--- src/rtl/rip_bp_inflight_queue_if.sv ---
// Branch-predictor in-flight queue channel bundle.
// Carries three groups of signals:
//   - fetch push:         push_valid/ready, push_pc, push_index, push_weight, push_pred
//   - execute resolve:    resolve_valid, resolve_pc, resolve_taken
//   - predictor update:   update, update_index, update_weight, actual, mispredict
// Modports:
//   - master: the pipeline side, which drives push/resolve and observes updates.
//   - slave:  the queue itself.
interface rip_bp_inflight_queue_if #(
  parameter int INDEX_WIDTH  = 10,
  parameter int WEIGHT_WIDTH = 2
);
  logic                    push_valid;
  logic                    push_ready;
  logic [31:0]             push_pc;
  logic [INDEX_WIDTH-1:0]  push_index;
  logic [WEIGHT_WIDTH-1:0] push_weight;
  logic                    push_pred;

  logic                    resolve_valid;
  logic [31:0]             resolve_pc;
  logic                    resolve_taken;

  logic                    update;
  logic [INDEX_WIDTH-1:0]  update_index;
  logic [WEIGHT_WIDTH-1:0] update_weight;
  logic                    actual;
  logic                    mispredict;

  modport master (
    output push_valid, push_pc, push_index, push_weight, push_pred,
    output resolve_valid, resolve_pc, resolve_taken,
    input  push_ready, update, update_index, update_weight, actual, mispredict
  );

  modport slave (
    input  push_valid, push_pc, push_index, push_weight, push_pred,
    input  resolve_valid, resolve_pc, resolve_taken,
    output push_ready, update, update_index, update_weight, actual, mispredict
  );
endinterface

--- src/rtl/rip_bp_inflight_queue.sv ---
// In-order queue of conditional branches between fetch and execute.
//
// Fetch pushes the predictor lookup result for each branch. When execute
// resolves the oldest branch, the entry is popped. One cycle later the block
// drives the predictor update port.
//
// On a direction mispredict, every younger entry is squashed.
//
// Ports:
//   clk, rstn  clock; synchronous active-low reset
//   stall      freezes pointers, count and storage; push and resolve are ignored
//   flush      empties the queue; push and resolve are dropped
//   bp         push / resolve / update channel (slave side)
//   count      current occupancy
//   err        sticky protocol error:
//                - resolve while empty
//                - resolve PC does not match the head entry's PC
module rip_bp_inflight_queue #(
  parameter int DEPTH        = 8,
  parameter int INDEX_WIDTH  = 10,
  parameter int WEIGHT_WIDTH = 2
) (
  input  logic                     clk,
  input  logic                     rstn,
  input  logic                     stall,
  input  logic                     flush,
  rip_bp_inflight_queue_if.slave   bp,
  output logic [$clog2(DEPTH):0]   count,
  output logic                     err
);

  localparam int PW = $clog2(DEPTH);
  localparam int CW = PW + 1;

  typedef logic [PW-1:0] ptr_t;

  typedef struct packed {
    logic [31:0]             pc;
    logic [INDEX_WIDTH-1:0]  index;
    logic [WEIGHT_WIDTH-1:0] weight;
    logic                    pred;
  } entry_t;

  entry_t mem [DEPTH];
  ptr_t   head, tail;

  logic   full, empty, run;
  logic   do_pop, do_push, mis;
  entry_t head_e;

  // NOTE: every signal driven here gets a value on every path; a missing
  // default would infer a latch.
  always_comb begin
    full          = (count == CW'(DEPTH));
    empty         = (count == '0);
    run           = rstn && !flush && !stall;
    head_e        = mem[head];
    // While in reset, push_ready is forced to 1; nothing is accepted until
    // reset is released, because run is low.
    bp.push_ready = !rstn || (!full && !stall && !flush);
    do_pop        = run && bp.resolve_valid && !empty;
    mis           = do_pop && (bp.resolve_taken != head_e.pred);
    // A push that coincides with a mispredict came from the wrong path.
    do_push       = run && bp.push_valid && !full && !mis;
  end

  // NOTE: entry storage has no reset. Entries are only read once count
  // marks them valid, so clearing the array would add logic for nothing.
  always_ff @(posedge clk) begin
    if (do_push) begin
      mem[tail] <= '{pc:     bp.push_pc,
                     index:  bp.push_index,
                     weight: bp.push_weight,
                     pred:   bp.push_pred};
    end
  end

  // NOTE: state registers use non-blocking assignments only. Every flop then
  // samples pre-edge values, whatever order the statements are in.
  always_ff @(posedge clk) begin
    if (!rstn) begin
      head             <= '0;
      tail             <= '0;
      count            <= '0;
      err              <= 1'b0;
      bp.update        <= 1'b0;
      bp.mispredict    <= 1'b0;
      bp.update_index  <= '0;
      bp.update_weight <= '0;
      bp.actual        <= 1'b0;
    end else begin
      bp.update     <= do_pop;
      bp.mispredict <= mis;

      if (flush) begin
        head  <= '0;
        tail  <= '0;
        count <= '0;
      end else if (!stall) begin
        if (bp.resolve_valid && empty) err <= 1'b1;

        if (do_pop) begin
          head             <= head + ptr_t'(1);
          bp.update_index  <= head_e.index;
          bp.update_weight <= head_e.weight;
          bp.actual        <= bp.resolve_taken;
          if (bp.resolve_pc != head_e.pc) err <= 1'b1;
        end

        if (mis) begin
          // Squash: the new tail meets the new head, so the queue is empty.
          tail  <= head + ptr_t'(1);
          count <= '0;
        end else begin
          if (do_push) tail <= tail + ptr_t'(1);
          case ({do_push, do_pop})
            2'b10:   count <= count + CW'(1);
            2'b01:   count <= count - CW'(1);
            default: count <= count;
          endcase
        end
      end
    end
  end

endmodule

--- src/flat_wrapper.sv ---
// flat-port wrapper written by rule: the top's interface ports become plain ports
module rip_bp_inflight_queue_flat 
#(
  parameter int DEPTH        = 8,
  parameter int INDEX_WIDTH  = 10,
  parameter int WEIGHT_WIDTH = 2
)
  (clk, rstn, stall, flush, count, err, bp_push_valid, bp_push_pc, bp_push_index, bp_push_weight, bp_push_pred, bp_resolve_valid, bp_resolve_pc, bp_resolve_taken, bp_push_ready, bp_update, bp_update_index, bp_update_weight, bp_actual, bp_mispredict);
  rip_bp_inflight_queue_if #(.INDEX_WIDTH(INDEX_WIDTH), .WEIGHT_WIDTH(WEIGHT_WIDTH)) bp_i ();
  input  logic clk;
  input  logic rstn;
  input  logic stall;
  input  logic flush;
  output logic [$clog2(DEPTH):0] count;
  output logic err;
  input wire logic [$bits(bp_i.push_valid)-1:0] bp_push_valid;
  input wire logic [$bits(bp_i.push_pc)-1:0] bp_push_pc;
  input wire logic [$bits(bp_i.push_index)-1:0] bp_push_index;
  input wire logic [$bits(bp_i.push_weight)-1:0] bp_push_weight;
  input wire logic [$bits(bp_i.push_pred)-1:0] bp_push_pred;
  input wire logic [$bits(bp_i.resolve_valid)-1:0] bp_resolve_valid;
  input wire logic [$bits(bp_i.resolve_pc)-1:0] bp_resolve_pc;
  input wire logic [$bits(bp_i.resolve_taken)-1:0] bp_resolve_taken;
  output wire logic [$bits(bp_i.push_ready)-1:0] bp_push_ready;
  output wire logic [$bits(bp_i.update)-1:0] bp_update;
  output wire logic [$bits(bp_i.update_index)-1:0] bp_update_index;
  output wire logic [$bits(bp_i.update_weight)-1:0] bp_update_weight;
  output wire logic [$bits(bp_i.actual)-1:0] bp_actual;
  output wire logic [$bits(bp_i.mispredict)-1:0] bp_mispredict;
  assign bp_i.push_valid = bp_push_valid;
  assign bp_i.push_pc = bp_push_pc;
  assign bp_i.push_index = bp_push_index;
  assign bp_i.push_weight = bp_push_weight;
  assign bp_i.push_pred = bp_push_pred;
  assign bp_i.resolve_valid = bp_resolve_valid;
  assign bp_i.resolve_pc = bp_resolve_pc;
  assign bp_i.resolve_taken = bp_resolve_taken;
  assign bp_push_ready = bp_i.push_ready;
  assign bp_update = bp_i.update;
  assign bp_update_index = bp_i.update_index;
  assign bp_update_weight = bp_i.update_weight;
  assign bp_actual = bp_i.actual;
  assign bp_mispredict = bp_i.mispredict;
  rip_bp_inflight_queue #(.DEPTH(DEPTH), .INDEX_WIDTH(INDEX_WIDTH), .WEIGHT_WIDTH(WEIGHT_WIDTH)) u_core (.clk(clk), .rstn(rstn), .stall(stall), .flush(flush), .bp(bp_i), .count(count), .err(err));
endmodule
--- config.mk ---
export PLATFORM = sky130hd
export DESIGN_NAME = rip_bp_inflight_queue_flat
export DESIGN_NICKNAME = d
export VERILOG_FILES = /design/src/rtl/rip_bp_inflight_queue_if.sv /design/src/rtl/rip_bp_inflight_queue.sv /design/src/flat_wrapper.sv
export SDC_FILE = /design/constraint.sdc
export NUM_CORES = 1
export LEC_CHECK = 0
export ABC_AREA = 1
export BUFFER_PORTS_ARGS = -buffer_cell sky130_fd_sc_hd__buf_2
export CORE_MARGIN = 4
export CORE_UTILIZATION = 55
export DETAILED_ROUTE_END_ITERATION = 8
export PLACE_DENSITY = 0.8
export SYNTH_ARGS = -nofsm -noshare
export SYNTH_HDL_FRONTEND = slang
export SYNTH_SLANG_ARGS = --single-unit
--- constraint.sdc ---
create_clock -name clk -period 5.7 [get_ports clk]
set_input_delay 0.57 -clock clk [delete_from_list [all_inputs] [get_ports clk]]
set_output_delay 0.57 -clock clk [all_outputs]
set_load 0.05 [all_outputs]
==> summary.txt, run 1 <==
Synth
  – Synth Net Count: about 1.6k
  – Most common cell in the netlist: nand2_1
  – Yosys warnings: 0
  – Synth Flop Type: edfxtp_1
  – Synth area leaders: edfxtp_1 (66%), nand2_1 (8.5%), nor2_1 (4.3%)
  – Ys async rst share: 0%
  – Synth Instances: 1496
  – Post-synth top area cell: edfxtp_1
  – Avg Synthesized Cell Area: roughly 11 um^2
  – Post-synthesis cell area: ~0.016 mm^2
  – Register area share after synthesis: a little over two thirds
  – FF+latch count, synth: 389
  – Synth cell count leaders: nand2_1 (368), edfxtp_1 (360), nor2_1 (188)
  – Unique masters post-synth: 29
  – Top cell type's share of synthesized area: between 60% and 70%
  – Post-synth EDFFs: 360

Clock tree
  – Clk sinks: 389
  – CTS tree: built
  – Clk slew on worst S/H paths: 60 ps
  – Clk buf depth: 3
  – # hold bufs at CTS: 0
  – Clock root buffer: clkbuf_16
  – Worst skew pair latency: 530 ps
  – Total of cells resized after clock tree synthesis: 0
  – Num CTS Buffers: 39
  – H-Tree Depth: 2
  – Postcts setup bufs: 0

Finish
  – Share of post-route cells with drive strength above 1: about an eighth
  – Flip-flop and latch area: roughly 0.011 mm^2
  – Finished Cell Area: between 0.015 and 0.02 mm^2
  – Filler Cell Count: ~2.1k
  – Final cell count without fillers: about 2k
  – N_diodes: 0
  – Area of the multi-input gates: around 0.0041 mm^2
  – Nets: 1677
  – P&R area growth vs syn: 12.6%

Detailed routing
  – Vias per cell: about 5.6
  – Final antenna-violating net count: 0
  – Routed WL per cell: 18.8 um
  – DR iter-0 viols: between 1k and 1.5k
  – Via count: about 11k
  – 1st-pass router iterations: 5
  – DRT Wirelength: 37.5 mm
  – Residual DRC count: 0

Floorplanning
  – Core Rows: a little over 60
  – Die extent in x: 180 um
  – Core Region: around 0.029 mm^2
  – Die Y: ~180 um
  – Die area: 0.0324 mm^2
  – Starting density of the core: between 50 and 60%
  – IO Count: between 100 and 150

STA
  – Post-Route Setup TNS: 0 ps
  – Slew Viols, Final: 0
  – Worst slew margin: between 30% and 40%
  – Final setup violation count: 0
  – Unrepaired setup endpoints after global routing: false
  – Final Skew: about 13 ps
  – Fmax: roughly 240 MHz
  – Crit path time final: around 4100 ps
  – Hold Vio Cnt, Final: 0
  – Period Utilization, post-route: between 70% and 80%
  – Pin slew with the least headroom to its limit: between 1000 and 1500 ps

Worst setup path
  – Reg2reg setup slack: ~1700 ps
  – Reg2Reg Depth: 9
  – CP max stage cell: nor2_4
  – Data required, critical path: between 5000 and 6000 ps
  – Worst setup SP type: primary input
  – Worst Setup End Kind: flip-flop
  – FF-to-FF Start: u_core.count[0]
  – Crit path launch: rstn
  – CP Class: in -> reg
  – Crit path top cell by count: nand3_1
  – R2r endpoint: u_core.mem[1][6]
  – Worst Path Arrival: around 4300 ps
  – Critical path fanouts, max: 28
  – Slowest cell delay on critical path: 840 ps
  – CP cell instances: buf_2 > inv_1 > nor2_1 > nand3_1 > buf_4 > clkinv_1 > nand3_1 > nand3_1 > nor2_4 > buf_4

Global route
  – Initial antenna violation count: 0
  – First-pass GRT wire length: between 50 and 60 mm
  – Total congestion overflow: 0
  – Largest net degree at the start of global routing: between 80 and 90
  – Total GRT Usage: around 22%
  – Vias in the first global route: 11.0k

Power
  – Total power: 0.00570 W
  – PD cells: just over 300 mW/mm^2
  – Sequential share of power: between 50% and 60%
  – Clock power share: between 40% and 50%
  – Internal cell power: between 0.004 and 0.005 W
  – Max VDD drop: 268 uV
  – Comb pwr share: between 2 and 2.5%
  – Switching part of the total: 19.7%
  – Leak Pwr: slightly above 7 nW
  – Psw: approximately 0.0011 W

Min path
  – Hold depth: 3
  – Hold Startpoint: rstn
  – Hold Path Sink: u_core.err
  – Hold Path Class: in -> reg

Placed design
  – Post-DP HPWL: roughly 22 mm
  – Dpl cells: roughly 1.9k
  – GP Congestion: around 0.79
  – DP Area: about 0.017 mm^2
  – Port bufs: 104

Flow run
  – Max-Cap Viols: 0

Run status
  – Status: finished, final reports clean
[worst max-delay path by stage]
| stage | to | slack [ps] | depth (start not counted) |
|---|---|---|---|
| after floorplan | u_core.mem[7][0] | 630 | 8 |
| after global placement | u_core.mem[5][7] | 1170 | 10 |
| after detailed placement | u_core.mem[5][9] | 1070 | 10 |
| after CTS | u_core.mem[5][9] | 1590 | 10 |
| after global routing | u_core.mem[1][6] | 1290 | 10 |
| final | u_core.mem[1][6] | 1610 | 10 |
[logic make-up after synthesis]
logic type | count (synthesis) | share of synthesized area, %
simple gates | 715 | 18.0
buf+inv | 210 | 5.49
flops | 389 | 69.9
fa+ha+maj | 6 | 0.461
compound gates | 170 | 5.81
xor+xnor | 6 | 0.323
[placed cells by master (no fill, tap or decap)]
cell	netlist	layout
o221ai_1	18	18
inv_4	0	1
nand2_1	368	368
nor3_2	0	2
buf_12	0	1
buf_4	19	17
or2_2	2	2
nor3_1	3	1
buf_2	22	104
clkinv_1	1	10
ha_1	6	6
clkinv_2	0	5
xor2_1	5	5
clkinvlp_4	0	1
clkinv_4	0	2
nor2_1	188	182
inv_6	0	1
inv_2	3	2
o211ai_1	6	6
nand3b_1	17	17
nor4_1	1	1
o21ai_1	16	16
clkinv_8	0	1
dfxtp_4	0	1
xnor2_1	1	1
clkbuf_1	20	5
a21oi_1	19	19
nand3_1	135	135
nor2_4	0	6
o22ai_1	6	6
dfxtp_1	29	26
clkbuf_16	0	40
nand2_2	1	1
o21bai_1	1	1
a31oi_1	3	3
bufinv_16	0	3
inv_1	134	134
edfxtp_1	360	360
dfxtp_2	0	2
o21ai_0	101	101
[flip-flops by register name, summed over array words and instances, names as in the netlist, named ones only]
signal	flops
u_core.bp.update_weight	2
u_core.mem	360
u_core.count	4
u_core.bp.actual	1
u_core.head	3
u_core.bp.mispredict	1
u_core.tail	3
u_core.bp.update	1
u_core.err	1
u_core.bp.update_index	10
[stage by stage]
step | utilization [%] | hold WS, ps | worst slack (ps)
floorplan | - | 482 | 630
global placement | 59.2 | 444 | 1170
detailed placement | 59.2 | 431 | 1070
CTS | 63.4 | 280 | 1590
global route | 63.4 | 307 | 1290
finish | 63.4 | 299 | 1610
[critical path, delay by kind of cell]
| family | cells | cell delay (ps) |
|---|---|---|
| buffers and inverters | 5 | 1640 |
| AND/OR/NAND/NOR | 5 | 2050 |
[power groups by stage]
stage                     Sequential (W)  Clock (W)  Combinational [W]
after floorplan                  0.00319          0          0.0000437
after global placement           0.00319          0           0.000127
after detailed placement         0.00319          0           0.000132
after CTS                        0.00313    0.00247           0.000133
after global routing             0.00312    0.00259           0.000147
final                            0.00313    0.00245           0.000133
[area by class of cell]
cell class                 instances  share of cell area, %
tap                              384                   2.62
sequential                       389                   62.1
multi-input combinational        897                   22.1
clock buffer                      45                   5.56
clock inverter                    22                   1.08
inverter                         138                   2.84
timing repair buffer             122                   3.64
[layer usage]
layer	vias to the layer above	track usage, %	share of wire (%)
met5	-	0	0
met4	0	5.87	1.8
met3	54	3.49	7.4
met2	494	39.1	51
met1	5369	30.0	40
li1	5267	-	-
No activity file was read; power rests on OpenSTA's default activity.
==> run 2: changes to the inputs <==
--- a/config.mk
+++ b/config.mk
@@ -5,12 +5,12 @@
 export SDC_FILE = /design/constraint.sdc
 export NUM_CORES = 1
 export LEC_CHECK = 0
-export ABC_AREA = 1
+export ABC_AREA = 0
 export BUFFER_PORTS_ARGS = -buffer_cell sky130_fd_sc_hd__buf_2
 export CORE_MARGIN = 4
-export CORE_UTILIZATION = 55
+export CORE_UTILIZATION = 54
 export DETAILED_ROUTE_END_ITERATION = 8
-export PLACE_DENSITY = 0.8
+export PLACE_DENSITY = 0.82
 export SYNTH_ARGS = -nofsm -noshare
 export SYNTH_HDL_FRONTEND = slang
 export SYNTH_SLANG_ARGS = --single-unit
==> constraint.sdc (replaced) <==
create_clock -name clk -period 3.5 [get_ports clk]
set_input_delay 0.35 -clock clk [delete_from_list [all_inputs] [get_ports clk]]
set_output_delay 0.35 -clock clk [all_outputs]
set_load 0.05 [all_outputs]
==> summary.txt, run 2 <==
Global route
  – Largest net degree at the start of global routing: 87
  – Vias in the first global route: approximately 8.0k
  – Total GRT Usage: about a fifth
  – First-pass GRT wire length: 47.3 mm
  – Total congestion overflow: 0
  – Initial antenna violation count: 9

STA
  – Crit path time final: around 2900 ps
  – Unrepaired setup endpoints after global routing: false
  – Pin slew with the least headroom to its limit: a little over 700 ps
  – Final Skew: roughly 16 ps
  – WHS: approximately 88 ps
  – Final setup violation count: 0
  – Fmax: between 300 and 400 MHz
  – Worst slew margin: between 50% and 60%
  – Hold Vio Cnt, Final: 0
  – Period Utilization, post-route: 82.2%
  – Slew Viols, Final: 0

Finish
  – P&R area growth vs syn: 15.0%
  – Max FFs per register: 360
  – Largest register by flop count: u_core.mem
  – Most frequent cells in the layout: edfxtp_1 (360), buf_2 (104), mux4_2 (80)
  – Biggest regs: u_core.mem: 360 flops, u_core.bp.update_index: 10 flops, u_core.count: 4 flops
  – Nets: 994
  – Final cell count without fillers: approximately 1.3k
  – Most common cell after layout, fill and taps aside: edfxtp_1
  – Share of post-route cells with drive strength above 1: between 20 and 30%

Placed design
  – Dpl cells: between 1k and 1.5k
  – Port bufs: around 100
  – GP Congestion: around 0.81
  – Post-DP HPWL: 17.1 mm

Synth
  – FF+latch count, synth: ~390
  – Ys async rst share: 0%
  – Post-synthesis cell area: 0.0153 mm^2
  – Synth Instances: ~770
  – Synth Net Count: between 800 and 900
  – Register area share after synthesis: roughly three quarters
  – Synth cell count leaders: edfxtp_1 (360), mux4_2 (80), nand2_1 (57)
  – Synth Flop Type: edfxtp_1
  – Most common cell in the netlist: edfxtp_1
  – Avg Synthesized Cell Area: approximately 20 um^2
  – Synth area leaders: edfxtp_1 (71%), mux4_2 (12%), dfxtp_1 (3.8%)
  – Post-synth EDFFs: 360
  – Yosys warnings: 0
  – Top cell type's share of synthesized area: between 70% and 80%
  – Unique masters post-synth: 40
  – Post-synth top area cell: edfxtp_1

Detailed routing
  – Via count: about 7.6k
  – Residual DRC count: 0
  – 1st-pass router iterations: 4
  – DRT Wirelength: ~30 mm
  – DR iter-0 viols: around 750
  – Routed WL per cell: 23.3 um
  – Final antenna-violating net count: 0
  – Vias per cell: between 5 and 6

Power
  – Max VDD drop: 331 uV
  – Total power: between 0.009 and 0.01 W
  – Leak Pwr: 5.73 nW
  – PD cells: ~520 mW/mm^2

Worst setup path
  – Worst Setup End Kind: flip-flop
  – Reg2Reg Depth: 7
  – Critical path fanouts, max: 36
  – Worst Path Arrival: roughly 3300 ps
  – Worst setup SP type: flip-flop
  – R2r endpoint: u_core.err
  – Reg2reg setup slack: between 600 and 700 ps
  – Data required, critical path: 3880 ps
  – CP Class: reg -> reg

Min path
  – Hold Path Class: in -> reg
  – Hold Path Sink: u_core.mem[7][25]
  – Hold Startpoint: bp_push_pc[12]
  – Hold depth: 1

Clock tree
  – Num CTS Buffers: 39
  – Worst skew pair latency: between 500 and 600 ps
  – Total of cells resized after clock tree synthesis: 0
  – Clk slew on worst S/H paths: ~60 ps
  – CTS tree: built
  – # hold bufs at CTS: 0
  – Postcts setup bufs: 0
  – Clk buf depth: 3
  – H-Tree Depth: 2
  – Clock root buffer: clkbuf_16
  – Clk sinks: about 390

Floorplanning
  – Core Region: ~0.028 mm^2
  – Starting density of the core: a little over half
  – Die Y: 176 um
  – Die extent in x: 176 um
  – Core Rows: 61
  – Die area: 0.0310 mm^2
  – IO Count: ~110

Run status
  – Status: finished, final reports clean

Flow run
  – Max-Cap Viols: 0
-- run 2: cell count changes in the layout (fill, tap and decap cells not counted), sizes merged, moves of 80 or more --
cell   change
o21ai    -111
nand2    -312
nand3    -134
inv      -135
mux4      +80
nor2     -167
-- run 2: worst max path at each step --
stage                         start                to  slack (ps)  cells after the start
finish                    flip-flop        u_core.err         620                      7
global route              flip-flop        u_core.err         420                      7
CTS                       flip-flop        u_core.err         500                      7
detailed placement        flip-flop        u_core.err         590                      7
global placement          flip-flop        u_core.err         640                      7
floorplan           u_core.count[3]  u_core.mem[7][0]        -710                      7
-- run 2: where the power goes --
part	switching (W)	total [W]	internal, W
clock	0.00164	0.00382	0.00219
sequential	0.00000410	0.00509	0.00508
combinational	0.000115	0.000182	0.0000669
total	0.00176	0.00909	0.00733
-- run 2: layout make-up --
type,count,area [um^2]
diodes,3,7.51
clock buffers,54,1050
clock inverters,16,115
fillers,1891,10300
inverters,2,7.51
multi-input cells,343,3720
flip-flops and latches,389,11400
well taps,378,473
repair buffers,129,771
-- run 2: critical path: stages, from the launching register on --
cell     delay (ps)
dfxtp_4         380
buf_4           550
mux4_2          590
mux2i_1         260
xor2_1          180
nand4_1         180
nor3_1          460
a21oi_1         120
-- run 2: logic make-up (layout without fill, tap and decap cells) --
logic type	count (synthesis)	after routing	synth area share, %
adders and majority gates	6	6	0.492
other	0	3	0
xor gates and xnor gates	37	37	2.12
muxes	130	130	15.1
DFF	389	389	74.7
buffers and inverters	36	201	1.42
and+or+nand+nor	130	130	4.30
AOI/OAI and AO/OA	40	40	1.91
-- run 2: per-layer routing --
layer	wire length, um	global-route usage (%)	vias up	share of wire [%]
li1	-	-	3365	-
met1	12500	28.4	3900	41
met2	15200	32.4	265	50
met3	2200	4.37	61	7.2
met4	604	4.97	10	2.0
met5	50	0	-	0.16
-- run 2: stage by stage --
| step | setup WS (ps) | util, % | area [um^2] | setup TNS, ps |
|---|---|---|---|---|
| floorplan | -714 | - | 15300 | -231620 |
| global placement | 637 | 58.8 | 16400 | 0 |
| detailed placement | 591 | 58.8 | 16400 | 0 |
| CTS | 499 | 63.0 | 17500 | 0 |
| global route | 424 | 63.0 | 17500 | 0 |
| finish | 622 | 63.0 | 17500 | 0 |
==> run 3: changes to the inputs <==
--- a/config.mk
+++ b/config.mk
@@ -8,9 +8,9 @@
 export ABC_AREA = 0
 export BUFFER_PORTS_ARGS = -buffer_cell sky130_fd_sc_hd__buf_2
 export CORE_MARGIN = 4
-export CORE_UTILIZATION = 54
+export CORE_UTILIZATION = 55
 export DETAILED_ROUTE_END_ITERATION = 8
-export PLACE_DENSITY = 0.82
+export PLACE_DENSITY = 0.81
 export SYNTH_ARGS = -nofsm -noshare
 export SYNTH_HDL_FRONTEND = slang
 export SYNTH_SLANG_ARGS = --single-unit
==> constraint.sdc (replaced) <==
create_clock -name clk -period 2.7 [get_ports clk]
set_input_delay 0.27 -clock clk [delete_from_list [all_inputs] [get_ports clk]]
set_output_delay 0.27 -clock clk [all_outputs]
set_load 0.05 [all_outputs]
==> summary.txt, run 3 (synthesis gave the netlist of run 2 again) <==
Finish
  – Largest register by flop count: u_core.mem
  – N_diodes: 0
  – Most frequent cells in the layout: edfxtp_1 (360), buf_2 (104), mux4_2 (80)
  – Final cell count without fillers: 1331
  – Share of post-route cells with drive strength above 1: 32.7%
  – Max FFs per register: 360
  – Finished Cell Area: ~0.018 mm^2
  – Final core occ: about 67%
  – Most common cell after layout, fill and taps aside: edfxtp_1
  – Biggest regs: u_core.mem: 360 flops, u_core.bp.update_index: 10 flops, u_core.count: 4 flops
  – Nets: approximately 1.0k
  – P&R area growth vs syn: 18.3%

Placed design
  – GP Congestion: 0.834
  – Port bufs: approximately 100
  – Post-DP HPWL: roughly 18 mm
  – Dpl cells: 1252
  – DP Area: roughly 0.017 mm^2
  – Place WS: -10.6 ps

Clock tree
  – Clk buf depth: 3
  – H-Tree Depth: 2
  – Worst skew pair latency: approximately 540 ps
  – Clock root buffer: clkbuf_16
  – CTS tree: built
  – Clk sinks: slightly below 400
  – Clk slew on worst S/H paths: 70 ps
  – Num CTS Buffers: 40

STA
  – Pin slew with the least headroom to its limit: about 540 ps
  – Fmax: about 370 MHz
  – Worst slew margin: 63.8%
  – Period Utilization, post-route: 98.8%
  – Setup WS post-layout: approximately 32 ps
  – Slew Viols, Final: 0
  – Final setup violation count: 0
  – Hold Vio Cnt, Final: 0
  – Crit path time final: about 2700 ps
  – Final Skew: ~27 ps
  – Unrepaired setup endpoints after global routing: true

Run status
  – Status: finished, final reports clean

Detailed routing
  – Routed WL per cell: around 23 um
  – Final antenna-violating net count: 0
  – Via count: about 7.7k
  – DR iter-0 viols: 691
  – 1st-pass router iterations: 7
  – DRT Wirelength: roughly 30 mm
  – Vias per cell: between 5 and 6
  – Residual DRC count: 0

Worst setup path
  – Worst Setup End Kind: flip-flop
  – CP cell instances: mux4_2 > mux2i_1 > xnor2_1 > and2_1 > nand2b_4 > ha_4 > ha_4 > nand2_2 > nand2_1 > nand2_1 > o211ai_1 > xor2_1 > nor2_1
  – Worst setup SP type: flip-flop
  – Worst Path Arrival: 3070 ps
  – Data required, critical path: 3100 ps
  – Slowest cell delay on critical path: between 400 and 500 ps
  – Critical path fanouts, max: 4
  – CP Class: reg -> reg
  – CP max stage cell: mux4_2

Power
  – Internal cell power: roughly 0.010 W
  – Sequential share of power: a little over half
  – Leak Pwr: roughly 6.0 nW
  – Total power: around 0.012 W
  – Switching part of the total: between 10% and 20%
  – Psw: between 0.002 and 0.0025 W
  – PD cells: 685 mW/mm^2
  – Comb pwr share: under 10%
  – Max VDD drop: about 500 uV
  – Clock power share: approximately 45%

Flow run
  – Max-Cap Viols: 0

Floorplanning
  – Die extent in x: 175 um
  – Die Y: ~170 um
  – IO Count: around 110
  – Die area: approximately 0.030 mm^2
  – Core Region: between 0.02 and 0.03 mm^2
  – Core Rows: 60
  – Starting density of the core: 56.3%

Global route
  – Initial antenna violation count: 3
  – First-pass GRT wire length: roughly 47 mm
  – Total GRT Usage: 20.1%
  – Largest net degree at the start of global routing: 54
  – Vias in the first global route: slightly above 8k
  – Total congestion overflow: 0

Min path
  – Hold Path Class: in -> reg
[run 3: cell types whose count changed in the layout (fill, tap and decap cells not counted), moves of 3 or more]
| cell | delta |
|---|---|
| buf_12 | +7 |
| buf_4 | +9 |
| bufinv_16 | +5 |
| clkbuf_1 | -11 |
| clkinvlp_4 | +3 |
| dfxtp_1 | -4 |
| dfxtp_2 | +4 |
| diode_2 | -3 |
| dlygate4sd3_1 | +7 |
[run 3: power by group through the flow]
stage / clock network (W) / registers (W) / logic [W]
final: 0.00552 / 0.00659 / 0.000256
after detailed placement: 0 / 0.00672 / 0.000243
after global placement: 0 / 0.00672 / 0.000233
after CTS: 0.00560 / 0.00659 / 0.000255
after floorplan: 0 / 0.00673 / 0.0000726
after global routing: 0.00589 / 0.00659 / 0.000279
[run 3: cell type report]
| type | count | area, um^2 |
|---|---|---|
| Multi-Input combinational cell | 343 | 3760 |
| Clock buffer | 43 | 1010 |
| Fill cell | 1734 | 9060 |
| Sequential cell | 389 | 11400 |
| Tap cell | 372 | 465 |
| Timing Repair Buffer | 154 | 1070 |
| Clock inverter | 28 | 317 |
| Inverter | 2 | 7.51 |
[run 3: worst paths after layout]
path / from / endpoint / slack [ps] / depth (start not counted)
setup / recovery: flip-flop / u_core.count[3] / 30 / 13
hold / removal: bp_push_pc[12] / u_core.mem[6][25] / 10 / 1
setup reg to reg: flip-flop / u_core.count[3] / 30 / 13
hold reg to reg: u_core.head[0] / u_core.tail[0] / 490 / 1
[run 3: worst max-delay path, delay by kind of cell, from the launching register on]
| kind | cells | cell delay (ps) |
|---|---|---|
| multiplexers | 2 | 670 |
| AND/OR/NAND/NOR | 6 | 530 |
| adder cells (fa/ha/maj) | 2 | 480 |
| flip-flops | 1 | 380 |
| XOR/XNOR | 2 | 260 |
| AO/OA/AOI/OAI | 1 | 230 |
[run 3: layer usage]
metal  vias to the layer above  global-route usage (%)  wire length (um)
li1                       3411                       -                 -
met1                      3869                    27.3             12100
met2                       312                    33.3             15100
met3                        71                    4.22              2170
met4                         6                    6.15               832
met5                         -                       0                33
[run 3: what timing repair did]
item                                    in CTS  in global routing
endpoints found under the hold margin       40                  0
endpoints found under the setup margin       1                  3
buffers inserted                             0                  1
pin swaps                                    0                  4
hold buffers                                 7                  0
resized for setup                            2                  5
cloned                                       0                  0
[run 3: stage by stage]
| stage | hold slack [ps] | TNS [ps] |
|---|---|---|
| 2_1_floorplan | 369 | -114800 |
| 6_report | 11.8 | 0 |
| 5_1_grt | 8.03 | -3610 |
| 3_3_place_gp | 476 | 0 |
| 3_5_place_dp | 482 | -10.6 |
| 4_1_cts | 0.133 | 0 |
